## src/rtl/alarm_sequencer.sv

```systemverilog
// Alarm sequencer: arms on a rising clock/alarm match, rings, snoozes,
// auto-silences after a timeout and re-rings after each snooze interval.
module alarm_sequencer #(
  parameter int RING_MIN   = 5,
  parameter int SNOOZE_MIN = 9,
  parameter int MAX_SNOOZE = 3,
  parameter int CW         = 4
) (
  input  logic          ck,
  input  logic          reset,
  input  logic          sec,
  input  logic          min,
  input  logic          enable,
  input  logic          match,
  input  logic          snooze,
  input  logic          stop,
  output logic          ring,
  output logic          blink,
  output logic          snoozing,
  output logic [CW-1:0] snooze_left,
  output logic [1:0]    state
);

  typedef enum logic [1:0] {
    IDLE   = 2'd0,
    RING   = 2'd1,
    SNOOZE = 2'd2,
    DONE   = 2'd3
  } state_e;

  localparam logic [CW-1:0] RING_LAST = CW'(RING_MIN - 1);
  localparam logic [CW-1:0] WAIT_LAST = CW'(SNOOZE_MIN - 1);
  localparam logic [CW-1:0] LEFT_INIT = CW'(MAX_SNOOZE);

  state_e        state_q, state_d;
  logic [CW-1:0] ring_cnt_q, ring_cnt_d;
  logic [CW-1:0] wait_cnt_q, wait_cnt_d;
  logic [CW-1:0] left_q, left_d;
  logic          blink_q, blink_d;
  logic          snooze_q, stop_q, match_q;

  logic snooze_rise, stop_rise, match_rise;

  assign snooze_rise = snooze & ~snooze_q;
  assign stop_rise   = stop & ~stop_q;
  assign match_rise  = match & ~match_q;

  always_comb begin
    state_d    = state_q;
    ring_cnt_d = ring_cnt_q;
    wait_cnt_d = wait_cnt_q;
    left_d     = left_q;
    blink_d    = blink_q;
    unique case (state_q)
      IDLE: begin
        if (enable && match_rise) begin
          state_d    = RING;
          ring_cnt_d = '0;
          left_d     = LEFT_INIT;
          blink_d    = 1'b0;
        end
      end
      RING: begin
        if (!enable) begin
          state_d = IDLE;
          blink_d = 1'b0;
        end else if (stop_rise) begin
          state_d = DONE;
          blink_d = 1'b0;
        end else if (snooze_rise && left_q != '0) begin
          state_d    = SNOOZE;
          left_d     = left_q - 1'b1;
          wait_cnt_d = '0;
          blink_d    = 1'b0;
        end else if (min && ring_cnt_q == RING_LAST) begin
          state_d = DONE;
          blink_d = 1'b0;
        end else begin
          if (min) ring_cnt_d = ring_cnt_q + 1'b1;
          if (sec) blink_d = ~blink_q;
        end
      end
      SNOOZE: begin
        if (!enable) begin
          state_d = IDLE;
        end else if (stop_rise) begin
          state_d = DONE;
        end else if (min) begin
          if (wait_cnt_q == WAIT_LAST) begin
            state_d    = RING;
            ring_cnt_d = '0;
            blink_d    = 1'b0;
          end else begin
            wait_cnt_d = wait_cnt_q + 1'b1;
          end
        end
      end
      DONE: begin
        // Held until the matching minute ends, so it cannot re-ring
        if (!enable || !match) state_d = IDLE;
      end
      default: state_d = IDLE;
    endcase
  end

  always_ff @(posedge ck) begin
    if (reset) begin
      state_q    <= IDLE;
      ring_cnt_q <= '0;
      wait_cnt_q <= '0;
      left_q     <= LEFT_INIT;
      blink_q    <= 1'b0;
      snooze_q   <= 1'b0;
      stop_q     <= 1'b0;
      match_q    <= 1'b1;
    end else begin
      state_q    <= state_d;
      ring_cnt_q <= ring_cnt_d;
      wait_cnt_q <= wait_cnt_d;
      left_q     <= left_d;
      blink_q    <= blink_d;
      snooze_q   <= snooze;
      stop_q     <= stop;
      match_q    <= match;
    end
  end

  assign ring        = (state_q == RING);
  assign snoozing    = (state_q == SNOOZE);
  assign blink       = blink_q;
  assign snooze_left = left_q;
  assign state       = state_q;

endmodule

```

## config.mk

```make
export PLATFORM = sky130hd
export DESIGN_NAME = alarm_sequencer
export DESIGN_NICKNAME = d
export VERILOG_FILES = /design/src/rtl/alarm_sequencer.sv
export SDC_FILE = /design/constraint.sdc
export NUM_CORES = 1
export LEC_CHECK = 0
export CELL_PAD_IN_SITES_DETAIL_PLACEMENT = 1
export CELL_PAD_IN_SITES_GLOBAL_PLACEMENT = 1
export CORE_ASPECT_RATIO = 0.5
export CORE_MARGIN = 4
export CORE_UTILIZATION = 41
export DETAILED_ROUTE_END_ITERATION = 6
export GPL_TIMING_DRIVEN = 0
export HOLD_SLACK_MARGIN = 0.15
export MAX_ROUTING_LAYER = met4
export PLACE_DENSITY = 0.88
export SYNTH_ARGS = -nofsm -noshare
export SYNTH_HDL_FRONTEND = slang
export SYNTH_SLANG_ARGS = --single-unit
```

## constraint.sdc

```tcl
create_clock -name ck -period 2.4 [get_ports ck]
set_clock_uncertainty 0.2 [all_clocks]
set_input_delay 0.36 -clock ck [delete_from_list [all_inputs] [get_ports ck]]
set_output_delay 0.36 -clock ck [all_outputs]
set_load 0.05 [all_outputs]
```

==> impl_metrics.yaml, run 1 <==
yosys:
  yosys.area.top_type: "dfxtp_1"
  netlist.area_leader.share_pct: 29.5
  syn_nets: 150
  netlist_top_cells_area: "dfxtp_1, ha_1, nand4_1"
  syn-cell-area_sq_mm: 0.00122
  yosysSeqAreaShare_pct: 29.5
  yosysUniqueCellTypes: 51
  synth-seq-cells: 18
  yosysWarnings: 0
  synth_enable_flop_cells: 0
  synthArstFlopShare_pct: 0
  synthCells: 136
  ys.flop_type: "dfxtp_1"
  synth_area_per_cell_sq_um: 8.98
sta:
  fin_crit_ns: 2.29
  period_share_pct: 95.4
  slew_headroom_pct: 63.7
  report.final.slew_viol_count: 0
  worst_slew_pin_slew_ns: 0.543
  setup_viol: 0
  fmax_mhz: 437
  finalHoldViolations: 0
  finalSetupTns_ns: 0
  rsz0062_at_grt: "false"
worst_hold_path:
  min_path_type: "flop to flop"
routing:
  drtAntennaViolNets: 0
  vias: 1133
  routed_wl_mm: 3.25
  drc: 0
  route.detailed.wl_per_inst_um: 16.9
  drt_iter0_drc: 40
  drtPass1Iterations: 4
  viasPerCell: 5.90
worst_setup_path:
  crit_arrival_ns: 1.73
  worstPathRequired_ns: 1.84
  crit_path_end_kind: "output port"
  path_class: "flop to output port"
  critPathMaxFanout: 10
  crit_path_start_kind: "flop"
global_route:
  grt_overflow_total: 0
  track_usage_pct: 18.4
  antenna_found_initial: 0
  grt_max_degree: 11
  first_global_vias: 1168
  grt_pass1_wl_mm: 5.54
layout:
  area_growth_pct: 20.9
  finalNonFillerCells: 192
  layout-drive-gt1-share_pct: 12.9
  nFillCells: 305
  multiInputGateArea_sq_um: 790
  seq_area_sq_um: 360
  final_util_pct: 54.4
  n_antenna_cell: 0
  nets: 170
clock_network:
  cts_sinks: 18
  cts_setup_buffers: 0
  htree_levels: 1
  postCtsHoldBufs: 0
  worst_setup_hold_path_clk_slew_ns: 0.07
  insertion_delay_ns: 0.26
  clock-root-buffer: "clkbuf_8"
  cts_max_path_buffers: 2
  cts_buffers: 3
  cts_tree: "built"
placed_design:
  dpl.hpwl_mm: 2.39
  gp_congestion: 0.838
  port_buffers: 15
  dp_cells: 188
floorplan:
  die_w_um: 85.2
  start_util_pct: 45.0
  core_area_sq_mm: 0.00272
  die_height_um: 46.6
  rows: 13
  dieArea_sq_mm: 0.00397
  io_pins: 17
run_status:
  status: "finished, final reports clean"
power_and_ir_drop:
  leakage_uw: 0.000608
  power.total_uw: 708
  vdd_drop_max_mv: 0.225
  p_per_area_mw_per_mm2: 479
run:
  drv_cap: 0
## cell usage in the layout, fill, tap and decap left out, types with 2 or more instances in the layout
cell	n
nand3b_1	2
nor2_1	4
a41oi_1	2
dfxtp_1	18
nor2b_1	4
o21ai_0	4
nand2_1	7
nand4b_1	2
or3_1	3
a21oi_1	6
nand4_1	7
nand3_1	4
or3b_1	2
o211ai_1	3
and4_1	2
o2111ai_1	3
clkdlybuf4s50_1	13
buf_2	2
o211a_1	2
ha_1	6
clkbuf_8	4
nand2b_1	4
and3b_1	2
buf_4	3
o31ai_1	3
and2_1	2
and4b_1	2
inv_1	10
mux2i_1	2
## path summary, 6_finish.rpt
path / startpoint / end / slack (ns) / depth (start not counted)
setup / recovery: state[0] / ring / 0.11 / 3
hold / removal: wait_cnt_q[3] / wait_cnt_q[3] / 0.29 / 2
setup reg to reg: snooze_left[0] / ring_cnt_q[2] / 0.23 / 6
hold reg to reg: wait_cnt_q[3] / wait_cnt_q[3] / 0.29 / 2
## where the power goes
| part | total [uW] | switching (uW) | internal (uW) |
|---|---|---|---|
| Sequential | 310 | 5.28 | 305 |
| Combinational | 135 | 83.1 | 52.2 |
| Clock | 262 | 116 | 146 |
## area by class of cell
class                      instances  area share [%]
clock buffer                       4            3.73
multi-input combinational        102            53.5
buffer                             6            2.46
inverter                          10            2.54
tap                               37            3.14
sequential                        18            24.4
timing repair buffer              15            10.3
## state kept, by name (all words and copies together), names as in the netlist
name         flops
ring_cnt_q       4
snooze_left      4
wait_cnt_q       4
state            2
blink            1
match_q          1
snooze_q         1
stop_q           1
## stage by stage
step           hold WS, ns  area [sq um]  setup WS (ns)
2_1_floorplan        0.252          1220         0.0623
3_3_place_gp         0.268          1420         0.0968
3_5_place_dp         0.281          1420         0.0444
4_1_cts              0.295          1470         0.0286
5_1_grt              0.313          1480         0.0198
6_report             0.288          1480          0.109
## cell families (layout without fill, tap and decap cells)
family                     after synthesis  after routing  share of synthesized area [%]
AOI/OAI and AO/OA                       34             34                           22.5
xor gates and xnor gates                 1              1                          0.717
adders and majority gates                6              6                           6.15
buffers and inverters                   16             35                           6.05
DFF                                     18             18                           29.5
muxes                                    3              3                           2.87
and+or+nand+nor                         58             58                           32.2
## cells in the mapped netlist, types with 3 or more instances
| cell type | instances |
|---|---|
| a21oi_1 | 6 |
| ha_1 | 6 |
| dfxtp_1 | 18 |
| nand2b_1 | 4 |
| buf_4 | 3 |
| o31ai_1 | 3 |
| or3_1 | 3 |
| nand3_1 | 4 |
| o2111ai_1 | 3 |
| nor2b_1 | 5 |
| nand2_1 | 7 |
| nand4_1 | 7 |
| o21ai_0 | 4 |
| nor2_1 | 4 |
| o211ai_1 | 3 |
| inv_1 | 10 |
## worst max-delay path, stage by stage, from the launching register on
cell           delay (ns)
dfxtp_1              0.39
buf_4                0.21
nor2b_2              0.29
dlygate4sd2_1        0.57
## timing repair
item                                    CTS  global route
resized for setup                         1             1
endpoints found under the setup margin    1             1
hold endpoints to repair                  0             0
## layer usage
| layer | track usage [%] | share of wire, % | wire [um] | up-vias |
|---|---|---|---|---|
| met5 | - | 0 | 0 | - |
| met4 | 5.36 | 0.65 | 21 | 0 |
| met3 | 4.46 | 2.4 | 79 | 2 |
| met2 | 30.9 | 45 | 1470 | 11 |
| met1 | 22.4 | 52 | 1680 | 564 |
| li1 | - | - | - | 556 |
(Power assumes the default switching activity.)
==> run 2, diff against run 1 <==
--- a/config.mk
+++ b/config.mk
@@ -8,10 +8,9 @@
 export CELL_PAD_IN_SITES_DETAIL_PLACEMENT = 1
 export CELL_PAD_IN_SITES_GLOBAL_PLACEMENT = 1
 export CORE_ASPECT_RATIO = 0.5
-export CORE_MARGIN = 4
+export CORE_MARGIN = 5
 export CORE_UTILIZATION = 41
 export DETAILED_ROUTE_END_ITERATION = 6
-export GPL_TIMING_DRIVEN = 0
 export HOLD_SLACK_MARGIN = 0.15
 export MAX_ROUTING_LAYER = met4
 export PLACE_DENSITY = 0.88
==> run 2 against run 1 <==
  * Sequential share of layout area shrank 0.66 points
  * Maximum frequency grew 1.0%
  * Die area rose by 6.7%
  * Core utilization down 2.5 points
  * Combinational power increased by 8%
  * Largest power group unchanged
==> impl_metrics.yaml, run 2 (synthesis gave the netlist of run 1 again) <==
global_route:
  first_global_vias: 1318
  grt_pass1_wl_mm: 6.22
  grt_max_degree: 13
  antenna_found_initial: 0
  track_usage_pct: 18.9
  grt_overflow_total: 0
worst_setup_path:
  path_cells: "clkdlybuf4s50_1"
  critPathCapture: "state[1]"
  cp_top_family: "buffers and inverters"
  cp_num_buf_inv: 1
  max_stage_delay_ns: 0.89
  r2r_slack_ns: 0.27
  rr_worst_depth: 7
  rr_endpoint: "state[0]"
  crit_path_end_kind: "output port"
  critPathMaxFanout: 12
  cp.depth: 1
  crit_path_start_kind: "flop"
  crit_slowest_cell: "clkdlybuf4s50_1"
  worstPathRequired_ns: 1.84
  worstReg2RegStart: "snooze_left[0]"
  path_class: "flop to output port"
  crit_arrival_ns: 1.71
  critPathLaunch: "state[1]"
sta:
  setup_viol: 0
  setup_ws_ns: 0.133
  finalHoldViolations: 0
  fin_crit_ns: 2.27
  slew_headroom_pct: 66.2
  worst_slew_pin_slew_ns: 0.505
  period_share_pct: 94.5
  rsz0062_at_grt: "false"
  report.final.slew_viol_count: 0
  fmax_mhz: 441
  timing.hold.ws_ns: 0.291
clock_network:
  worst_setup_hold_path_clk_slew_ns: 0.07
  cts_max_path_buffers: 2
  postCtsHoldBufs: 0
  insertion_delay_ns: 0.26
  ctsResizeCount: 0
  clock-root-buffer: "clkbuf_8"
  cts_tree: "built"
  htree_levels: 1
  cts_setup_buffers: 0
  cts_sinks: 18
  cts_buffers: 3
layout:
  n_antenna_cell: 0
  layout-drive-gt1-share_pct: 16.5
  final_cell_mix: "dfxtp_1, clkdlybuf4s50_1, inv_1, buf_4"
  area_growth_pct: 24.3
  nets: 173
  final_util_pct: 51.9
  mostFrequentLayoutCell: "dfxtp_1"
worst_hold_path:
  min_path_type: "flop to flop"
  hold_start: "wait_cnt_q[1]"
routing:
  drtPass1Iterations: 4
  route.detailed.wl_per_inst_um: 18.2
  drc: 0
  routed_wl_mm: 3.60
  drtAntennaViolNets: 0
  vias: 1196
  viasPerCell: 6.04
  drt_iter0_drc: 45
placed_design:
  dpl.hpwl_mm: 2.74
  dp_slack_ns: -0.0269
  port_buffers: 16
  gp_congestion: 0.801
floorplan:
  rows: 14
  dieArea_sq_mm: 0.00424
  io_pins: 17
  die_w_um: 87.2
  core_area_sq_mm: 0.00293
  start_util_pct: 41.7
  die_height_um: 48.6
power_and_ir_drop:
  share_comb_of_total_power_pct: 20.3
  leakage_uw: 0.000612
  power.clock.fraction_pct: 36.1
  vdd_drop_max_mv: 0.174
  power.total_uw: 721
  p_int_uw: 513
  netSwitchingFraction_pct: 28.8
  power_switching_uw: 208
  seqPwrFrac_pct: 43.6
  p_per_area_mw_per_mm2: 475
run:
  drv_cap: 0
run_status:
  status: "finished, final reports clean"
[run 2: power by group through the flow]
| stage | logic, uW | registers, uW | clock network, uW |
|---|---|---|---|
| after global placement | 137 | 321 | 0 |
| after CTS | 145 | 314 | 265 |
| final | 146 | 314 | 260 |
| after floorplan | 81.9 | 328 | 0 |
| after global routing | 156 | 316 | 279 |
| after detailed placement | 142 | 321 | 0 |
[run 2: layout make-up]
cell class	count	area, sq um
clock buffer	4	55.1
fill	350	1410
inverter	10	37.5
multi-input combinational	102	790
sequential	18	360
tap	40	50.0
timing repair buffer	24	225
[run 2: worst min path at each step]
stage	endpoint	slack, ns	cells after the start
after global placement	wait_cnt_q[3]	0.27	2
after global routing	wait_cnt_q[2]	0.34	2
after detailed placement	wait_cnt_q[2]	0.29	2
after floorplan	wait_cnt_q[3]	0.25	2
after CTS	wait_cnt_q[1]	0.30	2
final	wait_cnt_q[1]	0.29	2
[run 2: through the flow]
stage                     cell area, sq um  std cells  TNS, ns
after floorplan                       1220        136        0
after global placement                1460        194        0
after detailed placement              1460        194  -0.0269
after CTS                             1520        198        0
after global routing                  1520        198        0
final                                 1520        198        0
[run 2: per-layer routing]
metal	vias up	GRT usage (%)	part of all wire (%)
met5	-	-	0
met4	0	7.40	1.8
met3	10	3.22	3.4
met2	26	33.1	51
met1	596	21.4	44
li1	564	-	-
